==> config.mk <==
export PLATFORM = sky130hd
export DESIGN_NAME = instr_fetch_unit
export DESIGN_NICKNAME = d
export VERILOG_FILES = /design/src/rtl/instr_fetch_unit_pkg.sv /design/src/rtl/instr_fetch_unit_pc_reg.sv /design/src/rtl/instr_fetch_unit.sv
export SDC_FILE = /design/constraint.sdc
export NUM_CORES = 1
export LEC_CHECK = 0
export CAP_MARGIN = 25
export CORE_MARGIN = 8
export CORE_UTILIZATION = 45
export CTS_CLUSTER_SIZE = 24
export DETAILED_ROUTE_END_ITERATION = 7
export PLACE_DENSITY = 0.87
export SYNTH_ARGS = -nofsm -noshare
export SYNTH_HDL_FRONTEND = slang
export SYNTH_SLANG_ARGS = --single-unit
==> constraint.sdc <==
create_clock -name clock -period 3.6 [get_ports clock]
set_clock_uncertainty 0.1 [all_clocks]
set_input_delay 0.72 -clock clock [delete_from_list [all_inputs] [get_ports clock]]
set_output_delay 0.72 -clock clock [all_outputs]
set_load 0.005 [all_outputs]
==> src/rtl/instr_fetch_unit_pkg.sv <==
// Shared definitions for the instruction fetch unit: FSM state encoding, default widths
// and the wait-counter sizing helper used by the FETCH_TIMEOUT_EN build.
package instr_fetch_unit_pkg;

    localparam int unsigned DEF_ADDR_W         = 9;
    localparam int unsigned DEF_DATA_W         = 32;
    localparam int unsigned DEF_TIMEOUT_CYCLES = 15;

    typedef enum logic [2:0] {
        S_IDLE = 3'd0,
        S_ADDR = 3'd1,
        S_WAIT = 3'd2,
        S_LOAD = 3'd3,
        S_DONE = 3'd4
    } fetch_state_e;

    // Wait counter never narrower than 4 bits, wide enough to reach the timeout.
    function automatic int unsigned wait_cnt_width(input int unsigned cycles);
        int unsigned w;
        w = $clog2(cycles + 1);
        return (w > 4) ? w : 4;
    endfunction

endpackage

==> src/rtl/instr_fetch_unit_pc_reg.sv <==
// Program counter: synchronous reset, load and increment; a load wins over a same-cycle
// increment and the increment wraps modulo 2**ADDR_W.
module pc_reg
    import instr_fetch_unit_pkg::*;
#(
    parameter int unsigned        ADDR_W   = DEF_ADDR_W,
    parameter logic [ADDR_W-1:0]  PC_RESET = '0
) (
    input  logic              clk_i,
    input  logic              rst_i,
    input  logic              load_i,
    input  logic [ADDR_W-1:0] load_value_i,
    input  logic              inc_i,
    output logic [ADDR_W-1:0] pc_o
);

    logic [ADDR_W-1:0] pc_q, pc_d;

    always_comb begin
        pc_d = pc_q;
        if (load_i) begin
            pc_d = load_value_i;
        end else if (inc_i) begin
            pc_d = pc_q + 1'b1;
        end
    end

    always_ff @(posedge clk_i) begin
        if (rst_i) begin
            pc_q <= PC_RESET;
        end else begin
            pc_q <= pc_d;
        end
    end

    assign pc_o = pc_q;

endmodule

==> src/rtl/instr_fetch_unit.sv <==
// Instruction fetch sequencer: PC -> memory read -> bus/IRin load -> PC advance.
// Optional WAIT timeout abort is enabled by defining FETCH_TIMEOUT_EN.
module instr_fetch_unit
    import instr_fetch_unit_pkg::*;
#(
    parameter int unsigned        ADDR_W         = DEF_ADDR_W,
    parameter int unsigned        DATA_W         = DEF_DATA_W,
    parameter logic [ADDR_W-1:0]  PC_RESET       = '0,
    parameter int unsigned        TIMEOUT_CYCLES = DEF_TIMEOUT_CYCLES
) (
    input  logic              clock,
    input  logic              reset,
    input  logic              fetch_start,
    input  logic              pc_load,
    input  logic [ADDR_W-1:0] pc_loadvalue,
    input  logic              mem_ready,
    input  logic [DATA_W-1:0] mem_rdata,
    output logic [ADDR_W-1:0] mem_addr,
    output logic              mem_read,
    output logic [DATA_W-1:0] busdata,
    output logic              bus_drive,
    output logic              IRin,
    output logic [ADDR_W-1:0] pc_value,
    output logic              fetch_done,
    output logic              busy,
    output logic              fetch_error
);

    if (TIMEOUT_CYCLES == 0) begin : g_timeout_check
        $error("instr_fetch_unit: TIMEOUT_CYCLES must be at least 1");
    end

    fetch_state_e      state_q, state_d;
    logic [ADDR_W-1:0] mem_addr_q;
    logic [DATA_W-1:0] buf_q;
    logic              pc_inc;

    pc_reg #(
        .ADDR_W   (ADDR_W),
        .PC_RESET (PC_RESET)
    ) u_pc_reg (
        .clk_i        (clock),
        .rst_i        (reset),
        .load_i       (pc_load),
        .load_value_i (pc_loadvalue),
        .inc_i        (pc_inc),
        .pc_o         (pc_value)
    );

`ifdef FETCH_TIMEOUT_EN
    localparam int unsigned CNT_W = wait_cnt_width(TIMEOUT_CYCLES);

    logic [CNT_W-1:0] wait_cnt_q;
    logic             timeout_hit;
    logic             fetch_error_q;

    always_ff @(posedge clock) begin
        if (reset) begin
            wait_cnt_q    <= '0;
            fetch_error_q <= 1'b0;
        end else begin
            fetch_error_q <= timeout_hit;
            if (state_q == S_ADDR) begin
                wait_cnt_q <= '0;
            end else if (state_q == S_WAIT) begin
                wait_cnt_q <= wait_cnt_q + 1'b1;
            end
        end
    end

    assign fetch_error = fetch_error_q;
`else
    assign fetch_error = 1'b0;
`endif

    always_comb begin
        state_d    = state_q;
        mem_read   = 1'b0;
        bus_drive  = 1'b0;
        IRin       = 1'b0;
        fetch_done = 1'b0;
        pc_inc     = 1'b0;
`ifdef FETCH_TIMEOUT_EN
        timeout_hit = 1'b0;
`endif
        unique case (state_q)
            S_IDLE: begin
                if (fetch_start) state_d = S_ADDR;
            end
            S_ADDR: begin
                state_d = S_WAIT;
            end
            S_WAIT: begin
                mem_read = 1'b1;
                if (mem_ready) begin
                    state_d = S_LOAD;
                end
`ifdef FETCH_TIMEOUT_EN
                // Counter holds the number of WAIT cycles already spent before this one.
                else if (wait_cnt_q == CNT_W'(TIMEOUT_CYCLES - 1)) begin
                    timeout_hit = 1'b1;
                    state_d     = S_IDLE;
                end
`endif
            end
            S_LOAD: begin
                bus_drive = 1'b1;
                IRin      = 1'b1;
                pc_inc    = 1'b1;
                state_d   = S_DONE;
            end
            S_DONE: begin
                fetch_done = 1'b1;
                state_d    = S_IDLE;
            end
            default: state_d = S_IDLE;
        endcase
    end

    always_ff @(posedge clock) begin
        if (reset) begin
            state_q    <= S_IDLE;
            mem_addr_q <= '0;
            buf_q      <= '0;
        end else begin
            state_q <= state_d;
            if (state_q == S_ADDR) begin
                mem_addr_q <= pc_value;
            end
            if (state_q == S_WAIT && mem_ready) begin
                buf_q <= mem_rdata;
            end
        end
    end

    assign mem_addr = mem_addr_q;
    assign busdata  = bus_drive ? buf_q : '0;
    assign busy     = (state_q != S_IDLE);

endmodule

==> impl_metrics.toml <==
[outcome]
status = "finished clean"

[layout]
final_cell_mix = "clkdlybuf4s50_1 (99), nand2_1 (67), dfxtp_1 (53)"
final_common_cell = "clkdlybuf4s50_1"
n_antenna_cell = 0
drive_gt1_frac = 0.05946
fill_cells = 447
multiInputGateArea_sq_um = 1151
regArea_sq_um = 1061
layoutNonFillerInstCount = 440
nets = 417
syn_to_final_growth_pct = 46.69
fin_util = 0.6824

[sta]
drv_slew = 0
setup_tns_ns = 0
fmax_mhz = 331.3
min_period_over_period = 0.8384
final.min_clock_period_ns = 3.018
setup-violations-final = 0
setup_ws_ns = 0.5817
slew_headroom = 0.5752
rsz0062_at_grt = "no"
tightestPinTransition_ns = 0.6373
hold_viol = 0

[synthesis]
synth_top_family_by_area = "simple AND/OR/NAND/NOR gates"
synth_seq_cells = 53
synthMuxAreaShare = 0.04663
yosys.area_share.simple = 0.2999
syn-cell-area_sq_um = 2361
seq_area_frac_synth = 0.4494
synthesis.nets = 328
synth_cell_type_count = 35
synthXorXnorAreaFrac = 0.02968
synth_top_area_frac = 0.4494
yosys.area_share.adder = 0.005299
synth_compound_gate_area_share = 0.1044
yosys.area.top_type = "dfxtp_1"
syn_inst = 281
syn_area_per_cell_sq_um = 8.402
yosys_warnings = 0
synth.area.top_cells = "dfxtp_1 (45%), nand2_1 (11%), and2_1 (8.5%)"

[cts]
numCtsBuffers = 5
cts.path.max_buffers = 2
post_cts_resized = 0
holdBufCountCts = 0
cts_tree = "done"
post_cts_buffers = 0
htreeDepth = 2
cts_sinks = 53
root_buffer = "clkbuf_8"
clock_latency_ns = 0.30
clk_pin_slew_worst_paths_ns = 0.09

[setup_path]
crit_arrival_ns = 2.20
cp-end-kind = "output port"
path_max_fanout = 13
worstPathRequired_ns = 2.78
start_kind = "flip-flop"
critPathKind = "reg2out"

[pwr]
p_per_area_nw_per_um2 = 347.9
ir_drop_mv = 0.2391
leakage_uw = 0.001282

[placed_design]
dp.final_hpwl_mm = 4.791
dp.cells = 433
place_congestion = 0.7475
dp_slack_ns = 0.8906
port_buffers = 100

[routing]
ant_nets = 0
drt_wl_total_mm = 6.317
first_pass_iters = 4
dr_total_vias = 2111
drt_iter0_markers = 107
wl_per_cell_um = 14.36
vias_per_cell = 4.798
drc = 0

[die]
ioPinCount = 102
coreArea_sq_um = 5075
start_util = 0.4652
rows = 26
die_w_um = 88.44
fp.dieH_um = 88.44
die_area_sq_um = 7821

[grt]
grt_use_total = 0.1600
gr-total-overflow = 0
grt_start_max_net_pins = 35
grt_first_pass_wirelength_mm = 9.963
grt_pass1_vias = 2104
antenna_found_initial = 0

[worst_hold_path]
hold_path_class = "reg2reg"

[job]
maxCapViolCount = 0
==> synthesized netlist by cell type (all sizes together) <==
| library cell | instances |
|---|---|
| xnor2 | 6 |
| nand4 | 2 |
| o21ai | 1 |
| nor3b | 2 |
| a311oi | 1 |
| nor3 | 4 |
| mux2i | 11 |
| clkinv | 1 |
| nor4 | 3 |
| inv | 4 |
| xor2 | 2 |
| ha | 1 |
| clkbuf | 13 |
| nor2 | 17 |
| and3 | 1 |
| conb | 1 |
| nand3 | 2 |
| nand4b | 2 |
| nand2 | 67 |
| and2 | 32 |
| nor2b | 1 |
| buf | 11 |
| o21bai | 1 |
| or3 | 1 |
| a21oi | 34 |
| a211oi | 6 |
| dfxtp | 53 |
| and3b | 1 |
==> cell type report <==
type                    count  area share
flip-flops and latches     53      0.3064
inverters                   5    0.005419
clock buffers               5     0.01987
well taps                  70     0.02529
multi-input cells         199      0.3324
repair buffers            106      0.3006
clock inverters             2     0.01012
==> kinds of logic after synthesis <==
family,Yosys count
compound gates,43
xor+xnor,8
fa+ha+maj,1
buf+inv,29
flops,53
mux,11
other cells,1
simple gates,135
==> worst paths after layout <==
check	startpoint	endpoint	slack, ns	depth (start not counted)
max	state_q[0]	busdata[7]	0.58	4
min	buf_q[8]	buf_q[8]	0.36	2
max reg2reg	state_q[0]	buf_q[24]	1.77	5
min reg2reg	buf_q[8]	buf_q[8]	0.36	2
==> report_power, final <==
| part | internal, uW | switching, uW | leakage [uW] |
|---|---|---|---|
| combinational | 103 | 74.7 | 0.000797 |
| sequential | 613 | 27.8 | 0.000431 |
| clock | 202 | 184 | 0.0000540 |
| total | 918 | 287 | 0.00128 |
==> through the flow <==
step / area, sq um / total power [uW] / hold WS (ns)
after CTS: 3463 / 1216 / 0.3583
final: 3463 / 1205 / 0.3568
after global routing: 3463 / 1262 / 0.3752
after floorplan: 2361 / 737.1 / 0.3317
after detailed placement: 3359 / 833.0 / 0.3453
after global placement: 3359 / 828.3 / 0.3375
==> layer usage <==
metal	track usage	share of wire
met3	0.05014	0.062
met5	0	0
met2	0.2865	0.51
met1	0.1700	0.41
met4	0.06298	0.019
==> state kept, by name (all words and copies together), names as in the netlist <==
register,cells
buf_q,32
u_pc_reg.pc_o,9
state_q,3
mem_addr,9
==> worst max-delay path, cell delays in order, from the launching register on <==
cell             delay, ns
dfxtp_1               0.56
and3b_1               0.42
buf_4                 0.25
and2_1                0.16
clkdlybuf4s50_1       0.51
No activity file was read; power rests on OpenSTA's default activity.
